==> src/rtl/wb_openram_multibank.sv <==
// -----------------------------------------------------------------------------
// wb_openram_multibank
//
// Wishbone B4 classic slave that fronts NUM_BANKS OpenRAM sky130 1RW macros
// (port 0). A base-addressed window is decoded into a bank select and a word
// address; the bridge then issues one macro command (chip select, write
// enable, byte mask) and acknowledges after a fixed, programmable latency.
//
// Parameters
//   NUM_BANKS   number of macros (1..8, any value)
//   ADDR_WIDTH  word-address bits per macro
//   BASE_ADDR   byte base of the window, aligned to the window size
//   READ_WAIT   extra cycles between the macro command and the data sample (0..7)
//
// Ports
//   wb_clk_i, wb_rst_i      clock, asynchronous active-high reset
//   wbs_*_i / wbs_*_o       Wishbone slave (stb, cyc, we, sel, dat, adr / ack, err, dat)
//   ram_clk0                macro clock (same net as wb_clk_i)
//   ram_csb0[NUM_BANKS]     per-bank chip select, active low
//   ram_web0, ram_wmask0    shared write enable (active low) and byte mask
//   ram_addr0, ram_dout0    shared word address and write data
//   ram_din0                read data, bank b on [32*b+31:32*b]
//
// Optional feature: define WB_OPENRAM_ERR_EN to answer out-of-range requests
// with wbs_err_o instead of a zero-data acknowledge.
// -----------------------------------------------------------------------------
module wb_openram_multibank #(
    parameter int unsigned NUM_BANKS  = 4,
    parameter int unsigned ADDR_WIDTH = 8,
    parameter logic [31:0] BASE_ADDR  = 32'h3000_0000,
    parameter int unsigned READ_WAIT  = 1
) (
    input  logic                      wb_clk_i,
    input  logic                      wb_rst_i,
    input  logic                      wbs_stb_i,
    input  logic                      wbs_cyc_i,
    input  logic                      wbs_we_i,
    input  logic [3:0]                wbs_sel_i,
    input  logic [31:0]               wbs_dat_i,
    input  logic [31:0]               wbs_adr_i,
    output logic                      wbs_ack_o,
    output logic                      wbs_err_o,
    output logic [31:0]               wbs_dat_o,
    output logic                      ram_clk0,
    output logic [NUM_BANKS-1:0]      ram_csb0,
    output logic                      ram_web0,
    output logic [3:0]                ram_wmask0,
    output logic [ADDR_WIDTH-1:0]     ram_addr0,
    output logic [31:0]               ram_dout0,
    input  logic [32*NUM_BANKS-1:0]   ram_din0
);

    localparam int unsigned BB     = (NUM_BANKS > 1) ? $clog2(NUM_BANKS) : 1;
    localparam int unsigned TOP_LO = ADDR_WIDTH + BB + 2;
    localparam logic [BB:0] NUM_BANKS_W = NUM_BANKS[BB:0];
    // Counter preload so that WAIT lasts exactly READ_WAIT cycles.
    localparam logic [2:0]  WAIT_INIT = (READ_WAIT > 0) ? 3'(READ_WAIT - 1) : 3'd0;

    typedef enum logic [1:0] {
        S_IDLE,
        S_CMD,
        S_WAIT,
        S_ACK
    } state_e;

    state_e                state_q, state_d;
    logic [BB-1:0]         bank_q, bank_d;
    logic                  we_q, we_d;
    logic [2:0]            wait_q, wait_d;
    logic                  ack_q, ack_d;
    logic [31:0]           dat_o_q, dat_o_d;
    logic [NUM_BANKS-1:0]  csb_q, csb_d;
    logic                  web_q, web_d;
    logic [3:0]            wmask_q, wmask_d;
    logic [ADDR_WIDTH-1:0] addr_q, addr_d;
    logic [31:0]           dout_q, dout_d;
`ifdef WB_OPENRAM_ERR_EN
    logic                  err_q, err_d;
`endif

    // Request decode. The two byte-lane address bits play no part in it.
    logic [ADDR_WIDTH-1:0] req_word;
    logic [BB-1:0]         req_bank;
    logic                  req_in_range;
    logic                  unused_adr;

    assign req_word     = wbs_adr_i[ADDR_WIDTH+1:2];
    assign req_bank     = wbs_adr_i[TOP_LO-1:ADDR_WIDTH+2];
    assign req_in_range = (wbs_adr_i[31:TOP_LO] == BASE_ADDR[31:TOP_LO]) &&
                          ({1'b0, req_bank} < NUM_BANKS_W);
    assign unused_adr   = ^wbs_adr_i[1:0];

    // Read-data mux over the macro outputs, steered by the latched bank.
    logic [31:0] rd_data;

    // NOTE: every signal written in always_comb gets a default first, otherwise
    // a path that skips the assignment infers a latch.
    always_comb begin
        rd_data = '0;
        for (int b = 0; b < NUM_BANKS; b++) begin
            if (bank_q == BB'(b)) rd_data = ram_din0[32*b +: 32];
        end
    end

    always_comb begin
        state_d = state_q;
        bank_d  = bank_q;
        we_d    = we_q;
        wait_d  = wait_q;
        ack_d   = 1'b0;
        dat_o_d = dat_o_q;
        // Macro control is a one-cycle command pulse; address and data hold.
        csb_d   = '1;
        web_d   = 1'b1;
        wmask_d = '0;
        addr_d  = addr_q;
        dout_d  = dout_q;
`ifdef WB_OPENRAM_ERR_EN
        err_d   = 1'b0;
`endif
        unique case (state_q)
            S_IDLE: begin
                if (wbs_cyc_i && wbs_stb_i) begin
                    if (req_in_range) begin
                        state_d = S_CMD;
                        bank_d  = req_bank;
                        we_d    = wbs_we_i;
                        addr_d  = req_word;
                        dout_d  = wbs_dat_i;
                        web_d   = ~wbs_we_i;
                        wmask_d = wbs_we_i ? wbs_sel_i : 4'b0000;
                        for (int b = 0; b < NUM_BANKS; b++) begin
                            csb_d[b] = (req_bank != BB'(b));
                        end
                    end else begin
                        // Out of range: no macro access, answer in cycle 1.
                        state_d = S_ACK;
`ifdef WB_OPENRAM_ERR_EN
                        err_d   = 1'b1;
`else
                        ack_d   = 1'b1;
                        dat_o_d = '0;
`endif
                    end
                end
            end
            S_CMD: begin
                if (!wbs_cyc_i) begin
                    // Master gave up; the command already on the macro stands.
                    state_d = S_IDLE;
                end else if (we_q || READ_WAIT == 0) begin
                    state_d = S_ACK;
                    ack_d   = 1'b1;
                    if (!we_q) dat_o_d = rd_data;
                end else begin
                    state_d = S_WAIT;
                    wait_d  = WAIT_INIT;
                end
            end
            S_WAIT: begin
                if (!wbs_cyc_i) begin
                    state_d = S_IDLE;
                end else if (wait_q == 3'd0) begin
                    state_d = S_ACK;
                    ack_d   = 1'b1;
                    dat_o_d = rd_data;
                end else begin
                    wait_d = wait_q - 3'd1;
                end
            end
            S_ACK: begin
                // Guarantees at least one IDLE cycle between accesses.
                state_d = S_IDLE;
            end
            default: state_d = S_IDLE;
        endcase
    end

    // NOTE: sequential state uses non-blocking assignments only, so every flop
    // samples the pre-edge value of every other flop regardless of order.
    always_ff @(posedge wb_clk_i or posedge wb_rst_i) begin
        if (wb_rst_i) begin
            state_q <= S_IDLE;
            bank_q  <= '0;
            we_q    <= 1'b0;
            wait_q  <= '0;
            ack_q   <= 1'b0;
            dat_o_q <= '0;
            csb_q   <= '1;
            web_q   <= 1'b1;
            wmask_q <= '0;
            addr_q  <= '0;
            dout_q  <= '0;
`ifdef WB_OPENRAM_ERR_EN
            err_q   <= 1'b0;
`endif
        end else begin
            state_q <= state_d;
            bank_q  <= bank_d;
            we_q    <= we_d;
            wait_q  <= wait_d;
            ack_q   <= ack_d;
            dat_o_q <= dat_o_d;
            csb_q   <= csb_d;
            web_q   <= web_d;
            wmask_q <= wmask_d;
            addr_q  <= addr_d;
            dout_q  <= dout_d;
`ifdef WB_OPENRAM_ERR_EN
            err_q   <= err_d;
`endif
        end
    end

    assign wbs_ack_o  = ack_q;
    assign wbs_dat_o  = dat_o_q;
`ifdef WB_OPENRAM_ERR_EN
    assign wbs_err_o  = err_q;
`else
    assign wbs_err_o  = 1'b0;
`endif
    assign ram_clk0   = wb_clk_i;
    assign ram_csb0   = csb_q;
    assign ram_web0   = web_q;
    assign ram_wmask0 = wmask_q;
    assign ram_addr0  = addr_q;
    assign ram_dout0  = dout_q;

endmodule

==> config.mk <==
export PLATFORM = sky130hd
export DESIGN_NAME = wb_openram_multibank
export DESIGN_NICKNAME = d
export VERILOG_FILES = /design/src/rtl/wb_openram_multibank.sv
export SDC_FILE = /design/constraint.sdc
export NUM_CORES = 1
export LEC_CHECK = 0
export ABC_AREA = 1
export CAP_MARGIN = 20
export CORE_MARGIN = 5
export CORE_UTILIZATION = 42
export CTS_CLUSTER_SIZE = 40
export DETAILED_ROUTE_END_ITERATION = 10
export PLACE_DENSITY = 0.93
export SYNTH_ARGS = -nofsm -noshare
export SYNTH_HDL_FRONTEND = slang
export SYNTH_SLANG_ARGS = --single-unit
==> constraint.sdc <==
create_clock -name wb_clk_i -period 7 [get_ports wb_clk_i]
set_input_delay 2.1 -clock wb_clk_i [delete_from_list [all_inputs] [get_ports wb_clk_i]]
set_output_delay 2.1 -clock wb_clk_i [all_outputs]
set_load 0.05 [all_outputs]
==> run summary, run 1 <==
status -> complete, no violations
Die X-Extent -> 121 um
# fillers -> 962
PnR Total Power -> 1.99 mW
Synth async-reset ratio -> 100%
MaxCap Viol Count -> 0
post-synthesis cell count -> 718
first-pass GRT wire length -> 27500 um
WP data arrival -> 4.44 ns
final setup vio count -> 0
clock latency on the worst-skew pair -> 0.44 ns
Post-Syn Area -> 5140 um2
WL/cell -> 15.7 um
worst r2r src -> state_q[0]
antenna violations before repair -> 0
Starting Density -> 42.8%
GR Overflow Total -> 0
CTS Hold Bufs -> 0
drt via density -> 5.18
Antenna Nets Post-Route -> 0
# nets final -> 1182
Std-Cell Core Area -> 12000 um2
IO Pins -> 285
Worst EP required -> 4.90 ns
Worst Path Class, Setup -> clk -> out
# rows -> 40
DR DRC count -> 0
CP endpoint kind -> primary output
Clock transition at path regs -> 0.06 ns
DR iter-0 viols -> 495
max-slew violation count -> 0
synthesized area per cell -> 7.16 um2
Hold Crit Class -> reg -> reg
reg2reg end -> wbs_dat_o[1]
TritonCTS clock tree -> built
ant diodes -> 0
EDFF count, synth -> 0
Final Wtd Congestion -> 0.833
# resized after CTS -> 0
setup bufs post-CTS -> 0
number of global-route vias before repair -> 5588
height of the die -> 121 um
leakage -> 4.09 nW
Yosys warning total -> 0
post-synthesis sequential area ratio -> 43.9%
Port Buffers -> 281
number of vias in the routed layout -> 5829
worst setup path endpoint -> ram_clk0
Yosys cell types -> 30
All-Layer GR Usage -> 23.4%
largest net degree at the start of global routing -> 68
worst setup path startpoint -> wb_clk_i
final WL -> 17600 um
DRT Pass-1 Iters -> 5
Max rail drop VDD -> 190 uV
Hold Vio Cnt, Final -> 0
R2R Setup Slk -> 4.16 ns
RSZ-0062 raised after global routing -> no
Top FF cell, synth -> dfrtp_1
die area -> 14500 um2
HPWL Detailed -> 12800 um
Layout Skew -> 0.00467 ns
Max transition margin -> 44.2%
layout cell share with drive strength beyond 1 -> 4.90%
CP max FO -> 2
flops & latches, synth -> 90
Worst-Margin Slew -> 0.834 ns
Syn Nets -> 926
Power Dens Cells -> 238 nW/um2
setup TNS -> 0 ns
worst reg2reg path depth -> 10
Syn-to-layout area delta -> 63.0%
Startpoint Class -> clock port
worst min-delay path by stage:
stage | start | cells after the start | slack [ns] | endpoint
after floorplan | we_q | 2 | 0.46 | we_q
after global placement | ram_dout0[11] | 2 | 0.45 | ram_dout0[11]
after detailed placement | ram_dout0[11] | 2 | 0.46 | ram_dout0[11]
after CTS | wbs_dat_o[2] | 2 | 0.47 | wbs_dat_o[2]
after global routing | wbs_dat_o[2] | 2 | 0.48 | wbs_dat_o[2]
final | wbs_dat_o[0] | 2 | 0.47 | wbs_dat_o[0]
per-stage QoR:
stage	area [um2]	hold WS, ns	utilization, %	setup slack (ns)	instances
floorplan	5140	0.464	-	1.23	718
global placement	7950	0.453	66.2	0.728	1106
detailed placement	7950	0.457	66.2	0.728	1106
CTS	8350	0.473	69.5	0.455	1125
global route	8380	0.484	69.8	0.451	1126
finish	8380	0.470	69.8	0.464	1126
cell type report:
class / instances / area, um2 / area share [%]
Timing Repair Buffer: 290 / 2900 / 34.6
Multi-Input combinational cell: 510 / 2370 / 28.2
Sequential cell: 90 / 2260 / 27.0
Clock buffer: 13 / 310 / 3.70
Inverter: 69 / 262 / 3.12
Tap cell: 147 / 184 / 2.20
Clock inverter: 7 / 100 / 1.19
kinds of logic (layout without fill, tap and decap cells):
group	count (synthesis)	count (layout)	share of synthesized area, %
adders and majority gates	7	7	1.70
buffers and inverters	118	379	10.2
other	1	1	0.0730
and+or+nand+nor	445	445	38.3
xor gates and xnor gates	1	1	0.170
DFF	90	90	43.9
AOI/OAI and AO/OA	56	56	5.65
cell usage after synthesis, types with 5 or more instances:
master | number | area, um2
nand3b_1 | 13 | 97.6
nand2_1 | 259 | 972
dfstp_2 | 5 | 131
ha_1 | 7 | 87.6
o21ai_0 | 34 | 170
nand4_1 | 43 | 269
nor2_1 | 54 | 203
nand3_1 | 65 | 325
dfrtp_1 | 85 | 2130
buf_2 | 27 | 135
clkinv_1 | 12 | 45.0
clkbuf_1 | 14 | 52.6
a21oi_1 | 17 | 85.1
inv_1 | 53 | 199
state kept, by name, summed over array words and instances (netlist names):
name	cells
ram_dout0	32
wbs_dat_o	32
bank_q	2
ram_web0	1
wbs_ack_o	1
ram_csb0	4
ram_addr0	8
ram_wmask0	4
wait_q	3
we_q	1
state_q	2
layout by cell type, fill, tap and decap left out, types with 2 or more instances in the layout:
| cell | netlist | routed |
|---|---|---|
| a21oi_1 | 17 | 17 |
| and2_1 | 2 | 2 |
| buf_4 | 4 | 9 |
| bufinv_16 | 0 | 2 |
| clkbuf_16 | 0 | 12 |
| clkdlybuf4s50_1 | 0 | 281 |
| clkinv_1 | 12 | 12 |
| clkinvlp_4 | 0 | 2 |
| dfrtp_1 | 85 | 85 |
| dfstp_2 | 5 | 5 |
| ha_1 | 7 | 7 |
| inv_1 | 53 | 52 |
| inv_2 | 4 | 4 |
| nand2_1 | 259 | 259 |
| nand3_1 | 65 | 65 |
| nand3b_1 | 13 | 13 |
| nand4_1 | 43 | 43 |
| nand4_2 | 2 | 2 |
| nor2_1 | 54 | 53 |
| nor2_2 | 2 | 2 |
| nor2_4 | 2 | 3 |
| o21ai_0 | 34 | 34 |
| o22ai_1 | 2 | 2 |
per-layer routing:
metal | up-vias | share of wire (%) | wire, um | GRT usage (%)
met5 | - | 0 | 0 | 0
met1 | 2715 | 39 | 6890 | 28.5
met3 | 31 | 8.1 | 1430 | 5.71
li1 | 2799 | - | - | -
met4 | 0 | 2.0 | 355 | 7.08
met2 | 284 | 51 | 8960 | 40.9
report_power, final:
| part | switching (mW) | internal (mW) |
|---|---|---|
| logic | 0.459 | 0.296 |
| registers | 0.0283 | 0.572 |
| clock network | 0.241 | 0.398 |
| total | 0.728 | 1.27 |
critical path, stage by stage:
cell,delay (ns)
clkbuf_16,0.12
clkbuf_16,0.13
clkdlybuf4s50_1,0.69
No activity file was read; power rests on OpenSTA's default activity.
==> run 2, diff against run 1 <==
Settings changed: CTS_CLUSTER_SIZE 40 to not set.
==> results of run 2 <==
Final layout, timing and power as in run 1 (identical DEF).
==> run 3, diff against run 2 <==
Settings changed: GPL_ROUTABILITY_DRIVEN set to 0, PLACE_DENSITY 0.93 to 0.86.
==> run 3 against run 2 <==
Sequential cell count unchanged; setup slack gained 0.00069 ns; design area is 0.52% lower; sequential share of layout area grew 0.14 points; worst hold slack about the same; combinational power down 4.0%; count of clock-buffer cells in the layout unchanged; die area stayed put; utilization is 0.36 points lower.
==> run summary, run 3 (synthesis results as in run 1) <==
Max rail drop VDD -> 216 uV (+14%)
# resized after CTS -> 0 (unchanged)
P_int -> 1.21 mW (-4.1%)
WL/cell -> 15.3 um (-2.1%)
status -> complete, no violations
Hold Vio Cnt, Final -> 0 (unchanged)
Syn-to-layout area delta -> 62.2%
Starting Density -> 42.8% (unchanged)
RSZ-0062 raised after global routing -> no
Worst Path Class, Setup -> clk -> out
WP data arrival -> 4.44 ns (about the same)
Worst EP required -> 4.90 ns (about the same)
Max transition margin -> 31.3% (-13 points)
height of the die -> 121 um (unchanged)
commonest non-fill, non-tap cell in the layout -> clkdlybuf4s50_1
Switching Power -> 726 uW (-0.28%)
Finished Layout Cells -> 1125 (-0.089%)
CP endpoint kind -> primary output
most frequent cells in the layout -> clkdlybuf4s50_1 (281), nand2_1 (259), dfrtp_1 (85), nand3_1 (65), nor2_1 (53)
ant diodes -> 0 (unchanged)
Die X-Extent -> 121 um (unchanged)
Port Buffers -> 281 (unchanged)
PnR Total Power -> 1.94 mW (-2.7%)
largest net degree at the start of global routing -> 59 (-13%)
number of vias in the routed layout -> 5688 (-2.4%)
CTS Hold Bufs -> 0 (unchanged)
die area -> 14500 um2 (unchanged)
antenna violations before repair -> 0 (unchanged)
DR iter-0 viols -> 430 (-13%)
Hold Path Depth -> 2 (unchanged)
reg2reg end -> wbs_dat_o[26]
final setup vio count -> 0 (unchanged)
Std-Cell Core Area -> 12000 um2 (unchanged)
DRT Pass-1 Iters -> 5 (unchanged)
Crit path top cell by count -> clkbuf_16
worst setup path startpoint -> wb_clk_i
layout cell share with drive strength beyond 1 -> 4.81% (-0.097 points)
GR Overflow Total -> 0 (unchanged)
Worst-Margin Slew -> 1.03 ns (+0.194 ns)
Antenna Nets Post-Route -> 0 (unchanged)
number of global-route vias before repair -> 5549 (-0.70%)
HPWL Detailed -> 12500 um (-2.5%)
minimum hold slack -> 0.470 ns (-0.0000540 ns)
Hold Crit Class -> reg -> reg
CP max FO -> 2 (unchanged)
hold path start -> wbs_dat_o[11]
max-slew violation count -> 0 (unchanged)
All-Layer GR Usage -> 23.2% (-0.23 points)
Power Dens Cells -> 233 nW/um2 (-2.2%)
IO Pins -> 285 (unchanged)
TritonCTS clock tree -> built
worst r2r src -> state_q[0]
first-pass GRT wire length -> 27200 um (-0.98%)
CP peak stage delay -> 0.69 ns (about the same)
combinational share of power -> 37.3% (-0.6 points)
MaxCap Viol Count -> 0 (unchanged)
# rows -> 40 (unchanged)
Critical Path Slowest Stage Cell -> clkdlybuf4s50_1
sequential share of power -> 30.9% (+0.8 points)
DR DRC count -> 0 (unchanged)
final WL -> 17300 um (-2.1%)
post-layout util -> 69.4% (-0.36 points)
Worst Hold Path EP -> wbs_dat_o[11]
setup bufs post-CTS -> 0 (unchanged)
drt via density -> 5.06 (-2.3%)
Layout Skew -> 0.00753 ns (+0.00287 ns)
Clk network pwr share -> 31.8% (-0.3 points)
# fillers -> 1022 (+6.2%)
Startpoint Class -> clock port
dpl cells -> 1106 (unchanged)
clock latency on the worst-skew pair -> 0.44 ns (about the same)
leakage -> 4.07 nW (-0.44%)
Sw Ratio -> 37.4% (+0.90 points)
setup TNS -> 0 ns (unchanged)
# nets final -> 1181 (-0.085%)
Clock transition at path regs -> 0.07 ns (about the same)
worst reg2reg path depth -> 9 (-1)
critical path cell sequence -> clkbuf_16 > clkbuf_16 > clkdlybuf4s50_1
R2R Setup Slk -> 3.88 ns (-0.28 ns)
==> run 3: cell count changes in the layout (fill, tap and decap cells not counted), sizes merged <==
cell      before  now
buf           10    9
bufinv         2    1
clkinv        13   12
clkinvlp       2    1
inv           59   62
==> run 3: power groups by stage <==
stage	clock network [mW]	logic [mW]	registers (mW)
6_report	0.617	0.725	0.599
5_1_grt	0.652	0.797	0.606
4_1_cts	0.630	0.733	0.599
3_5_place_dp	0.0330	0.730	0.607
2_1_floorplan	0.0308	0.328	0.736
3_3_place_gp	0.0330	0.718	0.607
==> run 3: layer usage <==
layer | track usage, % | wire length [um] | share of wire, %
met1 | 28.4 | 6960 | 40
met4 | 6.30 | 243 | 1.4
met5 | 0 | 0 | 0
met2 | 40.3 | 8670 | 50
met3 | 6.08 | 1380 | 8.0
==> run 3: worst max-delay path by stage <==
stage                     slack (ns)  cells after the start       end
final                           0.46                      3  ram_clk0
after global placement          0.73                      1  ram_clk0
after floorplan                 1.23                      1  ram_clk0
after global routing            0.46                      3  ram_clk0
after CTS                       0.46                      3  ram_clk0
after detailed placement        0.73                      1  ram_clk0
==> run 3: layout make-up <==
cell class                 instances  area, um2  area share, %
clock buffer                      13        310           3.72
inverter                          69        262           3.14
multi-input combinational        510       2370           28.4
clock inverter                     7       83.8           1.01
tap                              147        184           2.21
sequential                        90       2260           27.1
timing repair buffer             289       2870           34.4
==> run 3: metrics by stage <==
stage                     cell area [um2]  worst slack, ns
after global routing                 8330            0.455
after global placement               7950            0.728
final                                8330            0.464
after CTS                            8330            0.459
after detailed placement             7950            0.728
after floorplan                      5140             1.23
==> run 3: critical path: cells and delay by family <==
family   cells  cell delay, ns
buf+inv      3            0.94
